### src/rtl/kcpsmx3_inc.sv
// Shared types and default sizes for the KCPSMX scratchpad slice.
package kcpsmx3_inc;

    localparam int SCRATCH_DATA_W = 8;
    localparam int SCRATCH_ADDR_W = 6;

    typedef enum logic [0:0] {
        SCR_IDLE  = 1'b0,
        SCR_CLEAR = 1'b1
    } scratch_clr_state_t;

endpackage

### src/rtl/kcpsmx_scratch_dp_if.sv
// Scratchpad bus: core read/write port A, debug read port B, clear control.
interface kcpsmx_scratch_dp_if #(
    parameter int DATA_W = 8,
    parameter int ADDR_W = 6
);
    logic [ADDR_W-1:0] a_addr;
    logic              a_we;
    logic [DATA_W-1:0] a_wdata;
    logic [DATA_W-1:0] a_rdata;
    logic [ADDR_W-1:0] b_addr;
    logic [DATA_W-1:0] b_rdata;
    logic              clear_req;
    logic              busy;
    logic              clear_done;
    logic              wr_dropped;

    modport master (
        output a_addr, a_we, a_wdata, b_addr, clear_req,
        input  a_rdata, b_rdata, busy, clear_done, wr_dropped
    );

    modport slave (
        input  a_addr, a_we, a_wdata, b_addr, clear_req,
        output a_rdata, b_rdata, busy, clear_done, wr_dropped
    );
endinterface

### src/rtl/kcpsmx_scratch_clr.sv
// Clear-sweep FSM and write-port arbitration between the sweep and port A.
module kcpsmx_scratch_clr
    import kcpsmx3_inc::*;
#(
    parameter int              DATA_W         = SCRATCH_DATA_W,
    parameter int              ADDR_W         = SCRATCH_ADDR_W,
    parameter logic [DATA_W-1:0] CLEAR_VALUE  = '0,
    parameter bit              CLEAR_ON_RESET = 1'b1
) (
    input  logic              clk,
    input  logic              reset,
    input  logic [ADDR_W-1:0] a_addr,
    input  logic              a_we,
    input  logic [DATA_W-1:0] a_wdata,
    input  logic              clear_req,
    output logic              busy,
    output logic              clear_done,
    output logic              wr_dropped,
    output logic              mem_we,
    output logic [ADDR_W-1:0] mem_waddr,
    output logic [DATA_W-1:0] mem_wdata
);

    localparam logic [ADDR_W-1:0] LAST_ADDR = '1;
    localparam logic [ADDR_W-1:0] ADDR_ONE  = {{(ADDR_W-1){1'b0}}, 1'b1};

    scratch_clr_state_t state_r, state_nxt_s;
    logic [ADDR_W-1:0]  cnt_r, cnt_nxt_s;
    logic               busy_r, clear_done_r, wr_dropped_r;

    // Next-state logic; clear_req is only honoured from IDLE.
    always_comb begin
        state_nxt_s = state_r;
        cnt_nxt_s   = cnt_r;
        case (state_r)
            SCR_IDLE: begin
                if (clear_req) begin
                    state_nxt_s = SCR_CLEAR;
                    cnt_nxt_s   = '0;
                end else begin
                    state_nxt_s = SCR_IDLE;
                    cnt_nxt_s   = cnt_r;
                end
            end
            SCR_CLEAR: begin
                if (cnt_r == LAST_ADDR) begin
                    state_nxt_s = SCR_IDLE;
                    cnt_nxt_s   = '0;
                end else begin
                    state_nxt_s = SCR_CLEAR;
                    cnt_nxt_s   = cnt_r + ADDR_ONE;
                end
            end
            default: begin
                state_nxt_s = SCR_CLEAR;
                cnt_nxt_s   = '0;
            end
        endcase
    end

    // FSM state, sweep counter and registered status flags.
    always_ff @(posedge clk or negedge reset) begin
        if (!reset) begin
            state_r      <= CLEAR_ON_RESET ? SCR_CLEAR : SCR_IDLE;
            cnt_r        <= '0;
            busy_r       <= CLEAR_ON_RESET;
            clear_done_r <= 1'b0;
            wr_dropped_r <= 1'b0;
        end else begin
            state_r      <= state_nxt_s;
            cnt_r        <= cnt_nxt_s;
            busy_r       <= (state_nxt_s == SCR_CLEAR);
            clear_done_r <= (state_r == SCR_CLEAR) && (cnt_r == LAST_ADDR);
            wr_dropped_r <= a_we && (busy_r || clear_req);
        end
    end

    // Sweep owns the write port while busy; a port A write loses to a clear request.
    always_comb begin
        if (busy_r) begin
            mem_we    = 1'b1;
            mem_waddr = cnt_r;
            mem_wdata = CLEAR_VALUE;
        end else begin
            mem_we    = a_we && !clear_req;
            mem_waddr = a_addr;
            mem_wdata = a_wdata;
        end
    end

    assign busy       = busy_r;
    assign clear_done = clear_done_r;
    assign wr_dropped = wr_dropped_r;

endmodule

### src/rtl/kcpsmx_scratch_dp.sv
// Dual-read-port scratchpad: array plus combinational or registered read paths.
module kcpsmx_scratch_dp
    import kcpsmx3_inc::*;
#(
    parameter int                DATA_W         = SCRATCH_DATA_W,
    parameter int                ADDR_W         = SCRATCH_ADDR_W,
    parameter int                READ_LATENCY   = 0,
    parameter logic [DATA_W-1:0] CLEAR_VALUE    = '0,
    parameter bit                CLEAR_ON_RESET = 1'b1
) (
    input logic                 clk,
    input logic                 reset,
    kcpsmx_scratch_dp_if.slave  bus
);

    localparam int DEPTH = 2 ** ADDR_W;

    logic [DATA_W-1:0] mem [DEPTH];
    logic              mem_we_s;
    logic [ADDR_W-1:0] mem_waddr_s;
    logic [DATA_W-1:0] mem_wdata_s;

    kcpsmx_scratch_clr #(
        .DATA_W         (DATA_W),
        .ADDR_W         (ADDR_W),
        .CLEAR_VALUE    (CLEAR_VALUE),
        .CLEAR_ON_RESET (CLEAR_ON_RESET)
    ) u_clr (
        .clk        (clk),
        .reset      (reset),
        .a_addr     (bus.a_addr),
        .a_we       (bus.a_we),
        .a_wdata    (bus.a_wdata),
        .clear_req  (bus.clear_req),
        .busy       (bus.busy),
        .clear_done (bus.clear_done),
        .wr_dropped (bus.wr_dropped),
        .mem_we     (mem_we_s),
        .mem_waddr  (mem_waddr_s),
        .mem_wdata  (mem_wdata_s)
    );

    // Storage array; contents deliberately survive reset.
    always_ff @(posedge clk) begin
        if (mem_we_s) begin
            mem[mem_waddr_s] <= mem_wdata_s;
        end
    end

    if (READ_LATENCY == 0) begin : g_comb_rd
        logic [DATA_W-1:0] a_rd_s, b_rd_s;

        // Asynchronous read, old data during a same-cycle write.
        always_comb begin
            if (bus.busy) begin
                a_rd_s = CLEAR_VALUE;
                b_rd_s = CLEAR_VALUE;
            end else begin
                a_rd_s = mem[bus.a_addr];
                b_rd_s = mem[bus.b_addr];
            end
        end

        assign bus.a_rdata = a_rd_s;
        assign bus.b_rdata = b_rd_s;
    end else if (READ_LATENCY == 1) begin : g_reg_rd
        logic [DATA_W-1:0] a_rd_nxt_s, b_rd_nxt_s;
        logic [DATA_W-1:0] a_rd_r, b_rd_r;

        // Write-first bypass: outside a sweep the write port carries port A's write.
        always_comb begin
            if (bus.busy) begin
                a_rd_nxt_s = CLEAR_VALUE;
                b_rd_nxt_s = CLEAR_VALUE;
            end else begin
                if (mem_we_s && (mem_waddr_s == bus.a_addr)) begin
                    a_rd_nxt_s = mem_wdata_s;
                end else begin
                    a_rd_nxt_s = mem[bus.a_addr];
                end
                if (mem_we_s && (mem_waddr_s == bus.b_addr)) begin
                    b_rd_nxt_s = mem_wdata_s;
                end else begin
                    b_rd_nxt_s = mem[bus.b_addr];
                end
            end
        end

        // Read data registers.
        always_ff @(posedge clk or negedge reset) begin
            if (!reset) begin
                a_rd_r <= '0;
                b_rd_r <= '0;
            end else begin
                a_rd_r <= a_rd_nxt_s;
                b_rd_r <= b_rd_nxt_s;
            end
        end

        assign bus.a_rdata = a_rd_r;
        assign bus.b_rdata = b_rd_r;
    end else begin : g_bad_latency
        $error("kcpsmx_scratch_dp: READ_LATENCY must be 0 or 1");
    end

endmodule
### src/flat_wrapper.sv
// flat-port wrapper written by rule: the top's interface ports become plain ports
module kcpsmx_scratch_dp_flat import kcpsmx3_inc::*;
#(
    parameter int                DATA_W         = SCRATCH_DATA_W,
    parameter int                ADDR_W         = SCRATCH_ADDR_W,
    parameter int                READ_LATENCY   = 0,
    parameter logic [DATA_W-1:0] CLEAR_VALUE    = '0,
    parameter bit                CLEAR_ON_RESET = 1'b1
)
  (clk, reset, bus_a_addr, bus_a_we, bus_a_wdata, bus_b_addr, bus_clear_req, bus_a_rdata, bus_b_rdata, bus_busy, bus_clear_done, bus_wr_dropped);
  kcpsmx_scratch_dp_if #(.DATA_W(DATA_W), .ADDR_W(ADDR_W)) bus_i ();
  input logic clk;
  input logic reset;
  input wire logic [$bits(bus_i.a_addr)-1:0] bus_a_addr;
  input wire logic [$bits(bus_i.a_we)-1:0] bus_a_we;
  input wire logic [$bits(bus_i.a_wdata)-1:0] bus_a_wdata;
  input wire logic [$bits(bus_i.b_addr)-1:0] bus_b_addr;
  input wire logic [$bits(bus_i.clear_req)-1:0] bus_clear_req;
  output wire logic [$bits(bus_i.a_rdata)-1:0] bus_a_rdata;
  output wire logic [$bits(bus_i.b_rdata)-1:0] bus_b_rdata;
  output wire logic [$bits(bus_i.busy)-1:0] bus_busy;
  output wire logic [$bits(bus_i.clear_done)-1:0] bus_clear_done;
  output wire logic [$bits(bus_i.wr_dropped)-1:0] bus_wr_dropped;
  assign bus_i.a_addr = bus_a_addr;
  assign bus_i.a_we = bus_a_we;
  assign bus_i.a_wdata = bus_a_wdata;
  assign bus_i.b_addr = bus_b_addr;
  assign bus_i.clear_req = bus_clear_req;
  assign bus_a_rdata = bus_i.a_rdata;
  assign bus_b_rdata = bus_i.b_rdata;
  assign bus_busy = bus_i.busy;
  assign bus_clear_done = bus_i.clear_done;
  assign bus_wr_dropped = bus_i.wr_dropped;
  kcpsmx_scratch_dp #(.DATA_W(DATA_W), .ADDR_W(ADDR_W), .READ_LATENCY(READ_LATENCY), .CLEAR_VALUE(CLEAR_VALUE), .CLEAR_ON_RESET(CLEAR_ON_RESET)) u_core (.clk(clk), .reset(reset), .bus(bus_i));
endmodule
### config.mk
export PLATFORM = sky130hd
export DESIGN_NAME = kcpsmx_scratch_dp_flat
export DESIGN_NICKNAME = d
export VERILOG_FILES = /design/src/rtl/kcpsmx3_inc.sv /design/src/rtl/kcpsmx_scratch_dp_if.sv /design/src/rtl/kcpsmx_scratch_clr.sv /design/src/rtl/kcpsmx_scratch_dp.sv /design/src/flat_wrapper.sv
export SDC_FILE = /design/constraint.sdc
export NUM_CORES = 1
export LEC_CHECK = 0
export CORE_UTILIZATION = 45
export CTS_CLUSTER_SIZE = 14
export DETAILED_ROUTE_END_ITERATION = 16
export SYNTH_ARGS = -nofsm -noshare
export SYNTH_HDL_FRONTEND = slang
export SYNTH_SLANG_ARGS = --single-unit
### constraint.sdc
create_clock -name clk -period 5.6 [get_ports clk]
set_input_delay 1.68 -clock clk [delete_from_list [all_inputs] [get_ports clk]]
set_output_delay 1.68 -clock clk [all_outputs]
set_load 0.005 [all_outputs]
After elaboration in Yosys (flattened, before gate mapping)
Memory sizes are Yosys's and may differ from the RTL's.
Cells that the tools add are included.
{"block": "classes", "n_reduce_logical": 5, "n_bitwise": 1, "n_addsub": 1, "magnitude_cmp": 0, "shift": 0, "mul": 0, "n_eq_ne": 2, "n_mux": 13, "n_div": 0}
{"operator": "$mux 8", "n": 3}
{"operator": "$mux 6", "n": 3}
{"operator": "$pmux 6 s2", "n": 1}
{"operator": "$add 6x1->6 const B", "n": 1}
{"operator": "$eq 6x6->1 const B", "n": 1}
{"operator": "$mux 1", "n": 5}
{"operator": "$logic_and 1x1->1", "n": 3}
{"operator": "$ne 2x2->1 const B", "n": 1}
{"operator": "$pmux 1 s2", "n": 1}
{"operator": "$logic_not 1->1", "n": 1}
{"operator": "$logic_or 1x1->1", "n": 1}
{"operator": "$not 1->1", "n": 1}
{"block": "word_totals", "inputBits": 24, "ram_bits": 512, "latch_bits": 0, "memories": 1, "mem_bits_ro": 0, "reg_bits": 9}
{"memory": "u_core.mem", "depth": 64, "word_bits": 8, "rd": 2, "rd_ports_with_merged_regs": 0, "write_ports": 1, "line": "kcpsmx_scratch_dp.sv:18", "source": "logic [DATA_W-1:0] mem [DEPTH];"}

Longest topological paths before layout
{"block": "depth", "depth_word": 5, "ltp_mapped": 9}

By module
Synthesis repeated with hierarchy kept, for this count alone.
{"block": "hier_totals", "hier_cells": 1291, "hier_area_um2": 24786.3}
{"mod": "kcpsmx_scratch_dp", "instances": 1, "area_per_inst_um2": 24202.0, "cells_per_inst": 1227, "seq_area_each_um2": 15374.7}
{"mod": "kcpsmx_scratch_clr", "instances": 1, "area_per_inst_um2": 584.3, "cells_per_inst": 64, "seq_area_each_um2": 226.5}

Least setup slack after synthesis
Ideal clock, no wire load.
{"block": "synth_timing", "kind": "input to output", "startpoint": "input bus_b_addr[0]", "endpoint": "output bus_b_rdata[6]", "required_time_ns": 3.920, "slack_ns": 0.428, "arrival_time_ns": 3.492, "cell_stages": 7, "path_cell_list": "buf_2 > buf_2 > buf_2 > mux4_2 > a22oi_1 > a21oi_1 > a211o_1"}
{"block": "synth_via", "elab_chain_cells": 2}
{"item": "start, declared", "line": "flat_wrapper.sv:17", "source": "input wire logic [$bits(bus_i.b_addr)-1:0] bus_b_addr;"}
{"item": "$mem_v2 64x8"}
{"item": "$mux 8", "line": "kcpsmx_scratch_dp.sv:55", "source": "if (bus.busy) begin"}
{"item": "end, declared", "line": "flat_wrapper.sv:20", "source": "output wire logic [$bits(bus_i.b_rdata)-1:0] bus_b_rdata;"}
No other way between the ends.

Worst setup path in the final report
{"block": "layout_timing", "startpoint": "input bus_a_addr[3]", "endpoint": "output bus_a_rdata[2]"}
{"block": "layout_via", "elab_chain_cells": 2}
{"item": "start, declared", "line": "flat_wrapper.sv:14", "source": "input wire logic [$bits(bus_i.a_addr)-1:0] bus_a_addr;"}
{"item": "$mem_v2 64x8"}
{"item": "$mux 8", "line": "kcpsmx_scratch_dp.sv:55"}
{"item": "end, declared", "line": "flat_wrapper.sv:19", "source": "output wire logic [$bits(bus_i.a_rdata)-1:0] bus_a_rdata;"}
No other way between the ends.

==> flow_summary.toml <==
[critical_path]
slowest_delay_ps = 470
critPathSlowestCell = "or3_1"
required_ps = 3920
crit_type = "input pin to output port"
r2r-end = "u_core.mem[50][2]"
cp-end-kind = "output port"
cp_max_fo = 6
path_cells = "dlygate4sd2_1, buf_6, bufbuf_16, or3_1, o22ai_4, a211oi_1, o21ai_0, nand2_1, dlygate4sd2_1"
startpoint = "bus_a_addr[3]"
crit_top_cell = "dlygate4sd2_1"
rrSetupSlack_ps = 2280
startpoint_type = "input pin"
cp.arrival_ps = 3870
r2r_cells = 5
r2r_start = "u_core.u_clr.busy"
cp-endpoint = "bus_a_rdata[2]"

[floorplanning]
num_rows = 85
dieWidth_um = 236
die-area_um2 = 55900
initial_core_util_pct = 45.8
die_h_um = 236
core_area_um2 = 54000
io_pins = 43

[detailed_routing]
first_pass_iters = 5
drtAntennaViolNets = 0
drc_errors = 0
vias_per_cell = 6.39
drtIter0Drc = 1855
num_vias = 14900
wl_per_cell_um = 31.7
totalWireLength_um = 74000

[clock_network]
cts_sinks = 521
cts-root-buf = "clkbuf_16"
clk_pin_slew_ps = 60
clockBufferDepth = 3
cts_tree = "done"
cts_hold_buf = 0
cts_max_level = 2
cts_buffers = 55
clock_latency_ps = 610

[global_route]
grt_pass1_wl_um = 105000
grt_antenna_before_repair = 0
grt_max_degree = 49
grt_use_total_pct = 26.5
grt.overflow.total = 0
grt_pass1_vias = 15100

[sta]
setup_viol = 0
tightestPinTransition_ps = 1160
skew_ps = 16.1
min_period_ps = 5550
finalHoldViolCount = 0
final_max_slew_viol_count = 0
maxSlewHeadroom_pct = 22.5
fin_crit_sh_pct = 99.1
tns_ps = 0
fmax_ghz = 0.180

[logic_synthesis]
synth_ff_type = "edfxtp_1"
ys_ff_latch = 521
synth.distinct_cells = 52
synth_cells = 1301
syn_nets = 1326
netlist_area_um2 = 24700
ys_warn_count = 0
ys_seq_area_share_pct = 63.1
synth_area_per_cell_um2 = 19.0
async_flop_share_pct = 1.73
synth-edff-count = 512

[final_layout]
stdcell_count = 2334
area_delta_synth_final_pct = 23.9
diodes = 0
nets = 1620
fillers = 4122
drive_gt1_share_pct = 43.3

[place]
gp_congestion = 0.914
dp.cells = 2189
dp_hpwl_um = 50100
portBuffers = 42

[run_status]
status = "completed"

[pwr]
peakVddDrop_uv = 287
pwr_density_cell_nw_per_um2 = 331
p_leak_nw = 10.6

[hold_path]
hp-class = "flop to flop"

[job]
cap_violations = 0
[cells by family after synthesis]
family                     Yosys count  synth area share, %
DFF                                521                 63.1
muxes                              344                 27.4
and+or+nand+nor                    195                 3.57
AOI/OAI and AO/OA                  136                 3.90
buffers and inverters              102                 1.93
xor gates and xnor gates             2               0.0709
adders and majority gates            1               0.0506
[metal layers]
layer  part of all wire [%]  global-route usage (%)  up-vias  routed length (um)
met5                      0                       0        -                   0
met4                    3.1                    9.33        0                2260
met3                    8.8                    5.01      118                6500
met2                     48                    41.6      751               35500
met1                     40                    37.1     7904               29800
li1                       -                       -     6144                   -
[Yosys cell counts (11+ instances only)]
master | count | area share [%]
nor2b_1 | 20 | 0.51
o22ai_1 | 11 | 0.28
a21oi_1 | 19 | 0.38
clkbuf_1 | 36 | 0.55
o21ai_0 | 19 | 0.38
buf_1 | 12 | 0.18
mux4_1 | 12 | 1.3
nor2_1 | 84 | 1.3
mux4_2 | 249 | 23
buf_2 | 42 | 0.85
nand2_1 | 50 | 0.76
a22oi_1 | 28 | 0.85
edfxtp_1 | 512 | 62
mux2i_1 | 75 | 3.0
[how the worst min path moves through the flow]
stage	slack, ps	end	start	depth (start not counted)
after global placement	590	u_core.u_clr.cnt_r[1]	u_core.u_clr.cnt_r[1]	2
after global routing	650	u_core.u_clr.cnt_r[1]	u_core.u_clr.cnt_r[1]	2
after floorplan	540	u_core.u_clr.cnt_r[1]	u_core.u_clr.cnt_r[1]	2
after detailed placement	600	u_core.u_clr.cnt_r[1]	u_core.u_clr.cnt_r[1]	2
after CTS	620	u_core.u_clr.cnt_r[1]	u_core.u_clr.cnt_r[1]	2
final	630	u_core.u_clr.cnt_r[1]	u_core.u_clr.cnt_r[1]	2
[stage by stage]
step | area [um^2] | worst slack, ps | power (mW) | hold slack, ps | utilization (%)
finish | 30600 | 52.6 | 10.1 | 628 | 56.7
global route | 30600 | -0.966 | 10.4 | 655 | 56.7
CTS | 30200 | -72.7 | 10.1 | 622 | 55.9
detailed placement | 27800 | -369 | 6.36 | 604 | 51.4
global placement | 27800 | -384 | 6.34 | 594 | 51.4
floorplan | 24700 | 428 | 5.62 | 538 | -
[critical path, delay by kind of cell]
family	cells	cell delay, ps
buffers and inverters	4	1010
and+or+nand+nor	2	700
AOI/OAI and AO/OA	3	450
[layout by cell type (no fill, tap or decap), types with 5 or more instances in the layout]
cell type        count
nand3_1              6
a22oi_2              7
a21oi_1             12
bufinv_16            8
mux2i_1             62
clkbuf_16           62
o22ai_1              8
mux2_2               7
mux2i_2             11
clkinv_2            12
mux4_2             256
inv_1                5
a21oi_2              7
clkinv_1            12
dfrtp_1              8
nand2_1             50
dlygate4sd2_1        7
buf_12              26
buf_6                7
clkdlybuf4s50_1     21
a31oi_1              5
nor2_1              81
o21a_1              10
nand2b_1            10
nor2b_4              8
buf_16              12
mux4_1               5
nand3b_1             5
buf_4              244
edfxtp_1           512
nor2b_1             10
a22oi_1             21
o21ai_0             13
dlymetal6s2s_1       8
clkbuf_1             5
[timing repair]
item / 4_1_cts / 5_1_grt
setup endpoints to repair: 16 / 13
pin swaps: 4 / 10
cloned: 5 / 5
resized for setup: 84 / 38
buffers inserted: 13 / 22
[power breakdown]
| group | total, mW | switching, mW | leakage [nW] | internal, mW |
|---|---|---|---|---|
| combinational | 1.69 | 0.963 | 4.88 | 0.731 |
| sequential | 4.71 | 0.148 | 4.86 | 4.56 |
| clock | 3.74 | 1.53 | 0.896 | 2.21 |
| total | 10.1 | 2.64 | 10.6 | 7.51 |
[state kept, by name, summed over array words and instances, names as in the netlist]
signal / flops
u_core.mem: 512
u_core.u_clr.cnt_r: 6
u_core.u_clr.busy: 1
u_core.u_clr.clear_done: 1
u_core.u_clr.wr_dropped: 1
[final cells by class]
cell class / count / area [um^2] / share of cell area (%)
Tap cell: 696 / 871 / 2.84
Clock inverter: 38 / 393 / 1.28
Inverter: 5 / 18.8 / 0.0613
Multi-Input combinational cell: 678 / 8940 / 29.2
Clock buffer: 62 / 1450 / 4.72
Sequential cell: 521 / 15600 / 50.9
Timing Repair Buffer: 334 / 3350 / 10.9
(Power assumes the default switching activity.)
